File: config.mk
export PLATFORM = sky130hd
export DESIGN_NAME = mc_bus_feeder
export DESIGN_NICKNAME = d
export VERILOG_FILES = /design/src/rtl/mc_bus_feeder.sv
export SDC_FILE = /design/constraint.sdc
export NUM_CORES = 1
export LEC_CHECK = 0
export CAP_MARGIN = 20
export CORE_UTILIZATION = 55
export DETAILED_ROUTE_END_ITERATION = 7
export PLACE_DENSITY = 0.74
export SLEW_MARGIN = 20
export SYNTH_ARGS = -nofsm -noshare
export SYNTH_HDL_FRONTEND = slang
export SYNTH_SLANG_ARGS = --single-unit
export TNS_END_PERCENT = 20
File: constraint.sdc
create_clock -name clk -period 11.6 [get_ports clk]
set_input_delay 1.16 -clock clk [delete_from_list [all_inputs] [get_ports clk]]
set_output_delay 1.16 -clock clk [all_outputs]
set_load 0.02 [all_outputs]
File: src/rtl/mc_bus_feeder.sv
// Multicast bus feeder: buffers operand words, tags them with raster (row, col) IDs and drives the PE bus.
// Optional macro MC_BUS_PARITY_EN adds a stored parity bit output (bus_parity).
module mc_bus_feeder #(
    parameter int DATA_WIDTH = 16,
    parameter int NUM_COL    = 4,
    parameter int NUM_ROW    = 4,
    parameter int FIFO_DEPTH = 8,
    parameter int LEN_WIDTH  = 16,
    localparam int COL_W = (NUM_COL > 1) ? $clog2(NUM_COL) : 1,
    localparam int ROW_W = (NUM_ROW > 1) ? $clog2(NUM_ROW) : 1
) (
    input  logic                  clk,
    input  logic                  rst,
    input  logic                  start,
    input  logic [LEN_WIDTH-1:0]  tile_len,
    input  logic [DATA_WIDTH-1:0] in_data,
    input  logic                  in_valid,
    output logic                  in_ready,
    output logic [DATA_WIDTH-1:0] bus_data,
    output logic [ROW_W-1:0]      bus_row_id,
    output logic [COL_W-1:0]      bus_col_id,
    output logic                  bus_valid,
    input  logic                  bus_ready,
    output logic                  busy,
`ifdef MC_BUS_PARITY_EN
    output logic                  bus_parity,
`endif
    output logic                  done
);

    localparam int PTR_W = $clog2(FIFO_DEPTH);
    localparam int CNT_W = PTR_W + 1;
`ifdef MC_BUS_PARITY_EN
    localparam int ENTRY_W = DATA_WIDTH + COL_W + ROW_W + 1;
`else
    localparam int ENTRY_W = DATA_WIDTH + COL_W + ROW_W;
`endif

    typedef enum logic [1:0] {IDLE, RUN, DONE} state_t;

    state_t               state;
    logic [LEN_WIDTH-1:0] len_q, in_cnt, out_cnt;
    logic [COL_W-1:0]     col_tag;
    logic [ROW_W-1:0]     row_tag;
    logic [ENTRY_W-1:0]   mem [FIFO_DEPTH];
    logic [PTR_W-1:0]     wr_ptr, rd_ptr, rd_next;
    logic [CNT_W-1:0]     count, cnt_after_pop, count_next;
    logic                 fifo_full, push, pop, head_load;
    logic [ENTRY_W-1:0]   push_entry, head_entry;

    always_comb begin
        fifo_full     = (count == CNT_W'(FIFO_DEPTH));
        in_ready      = (state == RUN) && !fifo_full && (in_cnt < len_q);
        push          = in_valid && in_ready;
        pop           = bus_valid && bus_ready;
`ifdef MC_BUS_PARITY_EN
        push_entry    = {^{in_data, row_tag, col_tag}, row_tag, col_tag, in_data};
`else
        push_entry    = {row_tag, col_tag, in_data};
`endif
        rd_next       = rd_ptr + PTR_W'(pop);
        cnt_after_pop = count - CNT_W'(pop);
        count_next    = cnt_after_pop + CNT_W'(push);
        // The bus register always mirrors the FIFO head; a word arriving into an
        // emptied FIFO becomes the head directly.
        head_entry    = (cnt_after_pop == '0) ? push_entry : mem[rd_next];
        head_load     = push || (cnt_after_pop != '0);
    end

    // Storage array: data only, no reset needed.
    always_ff @(posedge clk) begin
        if (push)
            mem[wr_ptr] <= push_entry;
    end

    always_ff @(posedge clk) begin
        if (rst) begin
            state      <= IDLE;
            len_q      <= '0;
            in_cnt     <= '0;
            out_cnt    <= '0;
            col_tag    <= '0;
            row_tag    <= '0;
            wr_ptr     <= '0;
            rd_ptr     <= '0;
            count      <= '0;
            bus_valid  <= 1'b0;
            bus_data   <= '0;
            bus_row_id <= '0;
            bus_col_id <= '0;
`ifdef MC_BUS_PARITY_EN
            bus_parity <= 1'b0;
`endif
            busy       <= 1'b0;
            done       <= 1'b0;
        end else begin
            done      <= 1'b0;
            count     <= count_next;
            bus_valid <= (count_next != '0);
            if (push) begin
                wr_ptr <= wr_ptr + PTR_W'(1);
                in_cnt <= in_cnt + LEN_WIDTH'(1);
                if (col_tag == COL_W'(NUM_COL - 1)) begin
                    col_tag <= '0;
                    row_tag <= (row_tag == ROW_W'(NUM_ROW - 1)) ? '0 : row_tag + ROW_W'(1);
                end else begin
                    col_tag <= col_tag + COL_W'(1);
                end
            end
            if (pop) begin
                rd_ptr  <= rd_next;
                out_cnt <= out_cnt + LEN_WIDTH'(1);
            end
            if (head_load) begin
                bus_data   <= head_entry[DATA_WIDTH-1:0];
                bus_col_id <= head_entry[DATA_WIDTH +: COL_W];
                bus_row_id <= head_entry[DATA_WIDTH+COL_W +: ROW_W];
`ifdef MC_BUS_PARITY_EN
                bus_parity <= head_entry[ENTRY_W-1];
`endif
            end
            case (state)
                IDLE: begin
                    if (start) begin
                        busy <= 1'b1;
                        if (tile_len != '0) begin
                            len_q   <= tile_len;
                            in_cnt  <= '0;
                            out_cnt <= '0;
                            col_tag <= '0;
                            row_tag <= '0;
                            state   <= RUN;
                        end else begin
                            state <= DONE;
                            done  <= 1'b1;
                        end
                    end
                end
                RUN: begin
                    if (pop && (out_cnt + LEN_WIDTH'(1) == len_q)) begin
                        state <= DONE;
                        done  <= 1'b1;
                    end
                end
                DONE: begin
                    state <= IDLE;
                    busy  <= 1'b0;
                end
                default: state <= IDLE;
            endcase
        end
    end

endmodule
==> impl_metrics.yaml <==
critical_path:
  critPathBufInv: 4
  cp_slowest_cell: "inv_2"
  crit_family: "buffers and inverters"
  cp.required_ps: 11820
  crit_type: "flop to flop"
  crit_path_start: "len_q[5]"
  worst_ep_arrival_time_ps: 4620
  cp_max_fo: 31
  critPathCaptureType: "flop"
  reg2reg_slack_ps: 7200
  reg2reg_from: "len_q[5]"
  crit_path_cell_trace: "inv_1, ha_1, a21o_1, a21o_1, a211oi_1, o21a_1, o211ai_2, buf_4, inv_2, nand2_1, nor3b_2, buf_4"
  reg2reg_depth: 12
  r2r_end: "mem[3][19]"
  cp-endpoint: "mem[3][19]"
  worstSetupStartpointType: "flop"
  cp.depth: 12
  worst_path_largest_cell_delay_ps: 590
drt:
  via_per_inst: 5.93
  antenna_left: 0
  vias: 6924
  drt-total-wl_um: 23400
  drt_iter0_drc: 419
  wire_per_inst_um: 20.0
  drtPass1Iterations: 5
  drcViolationCount: 0
clocking:
  postCtsSetupRepairBufs: 0
  clockBufferDepth: 3
  cts.reportedPaths.clkPinSlew_ps: 60
  cts_hold_buf: 0
  cts-htree-levels: 1
  clock-sinks: 247
  post_cts_resized: 0
  insertion_delay_ps: 540
  clock-root-buffer: "clkbuf_16"
  cts_buffers: 26
  cts_tree: "done"
sta:
  finalSetupViolCount: 0
  tightest_slew_ps: 1040
  rsz0062_at_grt: "false"
  period_share_pct: 37.9
  hold_slack_ps: 445
  layout_setup_ws_ps: 7200
  fin_crit_ps: 4400
  slew_headroom_pct: 30.8
  clock_skew_ps: 6.69
  hold_violations: 0
  fin_tns_setup_ps: 0
  slew_viol_final: 0
  fmax_mhz: 227
die:
  die_h_um: 142
  core.rowCount: 50
  core_sq_um: 18900
  initial_core_util_pct: 56.7
  die_area_sq_um: 20000
  die_w_um: 142
  io_pins: 61
placed_design:
  postPlaceCellArea_sq_um: 11600
  dp_cells: 1119
  dp_hpwl_um: 14500
  pre_cts_slack_ps: 7030
  port_buffers: 60
  globalplace.congestion: 0.860
synth:
  synth_seq_cells: 247
  synth_top_area_share_pct: 44.9
  synth_nets: 893
  synth_edf_count: 160
  synth-warning-count: 0
  synth_top_flop_cell: "edfxtp_1"
  yosysSeqAreaShare_pct: 61.2
  synth_area_per_cell_sq_um: 12.9
  synth_cells: 830
  synthTopCellsByArea: "edfxtp_1 (45%), dfxtp_1 (16%), mux4_2 (8.4%)"
  async_reset_ff_share_pct: 0
  yosysTopAreaCell: "edfxtp_1"
  netlist_area_sq_um: 10700
  yosysMostFrequentCell: "edfxtp_1"
  synthDistinctLibCells: 56
  synth_common_cells: "edfxtp_1 (160), nand2_1 (108), dfxtp_1 (87)"
run_status:
  outcome: "finished, final reports clean"
global_route:
  grt_overflow: 0
  antenna_found_initial: 0
  grt_pass1_vias: 7017
  grt_start_max_net_pins: 52
  grt_pass1_wl_um: 37000
  grt_use_total_pct: 24.2
run:
  drv_cap: 0
power:
  peakVddDrop_mv: 0.167
  cellLeakagePower_nw: 4.28
  powerDensity_nw_per_um2: 197
  total_power_mw: 2.47
cells_and_area:
  fin_util_pct: 66.4
  nets: 950
  drive_above_1_share_pct: 16.0
  syn_to_final_growth_pct: 17.1
  stdcell_area_sq_um: 12500
  num_antenna_cells: 0
  fin_cells: 1167
hold_path:
  min_path_type: "flop to flop"
worst min-delay path by stage:
stage / startpoint / end / slack, ps / cells past startpoint
final: bus_data[10] / bus_data[10] / 440 / 2
after global routing: bus_row_id[1] / bus_row_id[1] / 470 / 2
after CTS: bus_data[10] / bus_data[10] / 450 / 2
after detailed placement: bus_data[10] / bus_data[10] / 440 / 2
after global placement: bus_data[10] / bus_data[10] / 440 / 2
after floorplan: rd_ptr[0] / rd_ptr[0] / 440 / 2
cells in the final DEF (no fill, tap or decap), drive strengths merged, types with 4 or more instances in the layout:
master and instances:
edfxtp 160, nand4 7, clkdlybuf4s50 59, clkinv 5
xnor2 27, and4 9, or3 13, a211oi 5
or4 5, nor3 11, o21a 4, inv 28
mux4 40, a31o 23, and2 4, dfxtp 87
o21ai 14, bufinv 5, xor2 16, buf 17
nand2 108, mux2i 16, o2111ai 5, o211ai 4
clkinvlp 9, nor4b 4, clkbuf 27, ha 26
nor4 8, a21oi 68, nor2 54, nand3 6
worst min-delay path, stage by stage (launching register included):
cell,delay [ps]
dfxtp_1,310
nand2_1,50
a21oi_1,50
per-layer routing:
metal / vias to the layer above / track usage [%] / share of wire [%]
met5: - / 0 / 0
met4: 0 / 8.60 / 2.9
met3: 56 / 4.35 / 6.9
met2: 240 / 42.8 / 50
met1: 3419 / 29.8 / 40
li1: 3209 / - / -
report_power, final:
part           leakage (nW)  switching [mW]  total (mW)  internal (mW)
Combinational          1.70           0.306       0.553          0.247
Sequential             2.15          0.0372        1.03          0.989
Clock                 0.428           0.361       0.892          0.532
Total                  4.28           0.704        2.47           1.77
registers in the layout, indices dropped and copies added (netlist names):
| name | cells |
|---|---|
| bus_col_id | 2 |
| row_tag | 2 |
| wr_ptr | 3 |
| done | 1 |
| bus_row_id | 2 |
| mem | 160 |
| len_q | 16 |
| state | 2 |
| busy | 1 |
| out_cnt | 16 |
| bus_valid | 1 |
| bus_data | 16 |
| col_tag | 2 |
| count | 4 |
| in_cnt | 16 |
| rd_ptr | 3 |
area by class of cell:
cell class	count	area [sq um]
Tap cell	260	325
Fill cell	1334	6360
Clock inverter	21	292
Clock buffer	27	654
Multi-Input combinational cell	510	3910
Sequential cell	247	6550
Timing Repair Buffer	76	716
Inverter	26	97.6
cells by family after synthesis:
kind of cell / synth area share [%]
fa+ha+maj: 3.04
xor+xnor: 3.52
buf+inv: 2.84
mux: 10.0
compound gates: 8.49
flops: 61.2
simple gates: 11.0
Power figures use the tool's default switching activity.
==> patch: new RTL, same flow settings <==
Make the reset (`rst`) asynchronous in one clocked block.
--- a/src/rtl/mc_bus_feeder.sv
+++ b/src/rtl/mc_bus_feeder.sv
@@ -73,7 +73,7 @@
             mem[wr_ptr] <= push_entry;
     end
 
-    always_ff @(posedge clk) begin
+    always_ff @(posedge clk or posedge rst) begin
         if (rst) begin
             state      <= IDLE;
             len_q      <= '0;
Check against the original RTL: differs if rst is asserted again (counterexample within 4 cycles, from zero or initial values and one cycle with rst high); with rst held inactive, the same outputs for 4 cycles.
==> patch against the original RTL <==
- worst setup slack gained 190 ps
- count of clock-buffer cells in the layout grew 14
- clock power is 5.2% lower
- maximum frequency is 4.4% higher
- design area increased by 1.2%
- worst hold slack about the same
- routed wire length shrank 3.1%
- sequential cell count is the same
- power grew 23%
- area after synthesis rose by 1.7%
- sequential share of layout area rose by 2.8 points
- largest cell class unchanged
==> patch: results (changes against the original RTL) <==
[setup_path]
cp_data_arrival_time_ps = 4600  ; -20 ps
r2r_slack_ps = 7390  ; +190 ps
reg2regPathDepth = 13  ; +1
cp_top_family = compound AO/OA/AOI/OAI gates
r2r-start = len_q[2]
r2r-end = bus_valid
slowest_delay_ps = 780  ; +190 ps

[synth]
synth.distinct_cells = 54  ; -3.6%
synth-compound-area-share_pct = 7.011  ; -1.5 points
synth-seq-area-share_pct = 64.14  ; +3.0 points
synthAdderAreaFrac_pct = 2.989  ; -0.050 points
async_flop_share_pct = 35.22  ; +35 points
netlist_instances = 758  ; -8.7%
syn-num-nets = 821  ; -8.1%
synth_edf_count = 160  ; unchanged
synth_xor_area_share_pct = 3.943  ; +0.42 points
synth_area_leaders = edfxtp_1 44%, dfrtp_1 20%, mux4_2 8.3%

[hold_path]
min-delay-start = state[1]
holdPathEnd = busy
worstHoldPathCells = 1  ; -1

[cells_and_area]
buffer_area_share_pct = 5.562  ; -0.15 points
signal_buffers = 74  ; -2.6%
clkbuf_count = 41  ; +52%
n_fill_cell = 1401  ; +5.0%
clock_area_share_pct = 6.913  ; -0.63 points
regMostFlops = mem
num-multi-input-gates = 444  ; -13%
multi_input_area_share_pct = 29.11  ; -2.0 points
final_cell_area_sq_um = 12690  ; +1.2%
utilization_pct = 65.19  ; -1.2 points
drive_gt1_share_pct = 13.59  ; -2.4 points

[global_routing]
track_usage_pct = 23.29  ; -0.87 points
use_met3_pct = 3.521  ; -0.83 points
grt_max_degree = 72  ; +38%
use_met1_pct = 29.42  ; -0.34 points
grt_pass1_vias = 6774  ; -3.5%
grt_pass1_wl_mm = 35.92  ; -3.0%

[status]
status = complete, no violations

[route]
dr.first_iter.drc_count = 409  ; -2.4%
wl_mm = 22.66  ; -3.1%
vias = 6510  ; -6.0%
routedWlPerCell_um = 20.52  ; +2.5%

[sta]
fin_crit_sh_pct = 36.31  ; -1.6 points
clock_skew_ps = 21.55  ; +14.86 ps
tightest_slew_ps = 1023  ; -14.86 ps
whs_ps = 445.1  ; +0.3390 ps

[power_and_ir_drop]
p_leak_nw = 4.710  ; +10%
ir_worst_vdd_mv = 0.1411  ; -15%
p_switching_w = 0.0009409  ; +34%

[place]
hpwl_mm = 13.68  ; -5.7%
placed_cell_area_sq_um = 11810  ; +1.9%
dp_cells = 1056  ; -5.6%
post-place-ws_ps = 7157  ; +123.2 ps

patch: cell count changes in the layout (fill, tap and decap cells not counted), sizes merged, moves of 6 or more:
cell      change
dfrtp        +87
dfxtp        -87
nand2        -52
a21oi        -30
a31o         -21
nor2b        +20
a211oi       +19
o21ai        +17
clkbuf       +14
nor2         -13
clkinvlp      -9
mux2i         +8
or3           -7
a2111oi       +6
patch: routing by layer:
| metal | part of all wire (%) | up-vias |
|---|---|---|
| li1 | - | 2974 |
| met5 | 0 | - |
| met2 | 52 | 151 |
| met1 | 41 | 3342 |
| met3 | 4.0 | 43 |
| met4 | 2.4 | 0 |
patch: power groups by stage:
stage / Clock, W / Sequential [W] / Combinational, W
after floorplan: 0 / 0.00127 / 0.000647
after global placement: 0 / 0.00126 / 0.000902
after detailed placement: 0 / 0.00127 / 0.000948
after CTS: 0.000861 / 0.00126 / 0.000956
after global routing: 0.000891 / 0.00128 / 0.00103
final: 0.000846 / 0.00126 / 0.000942
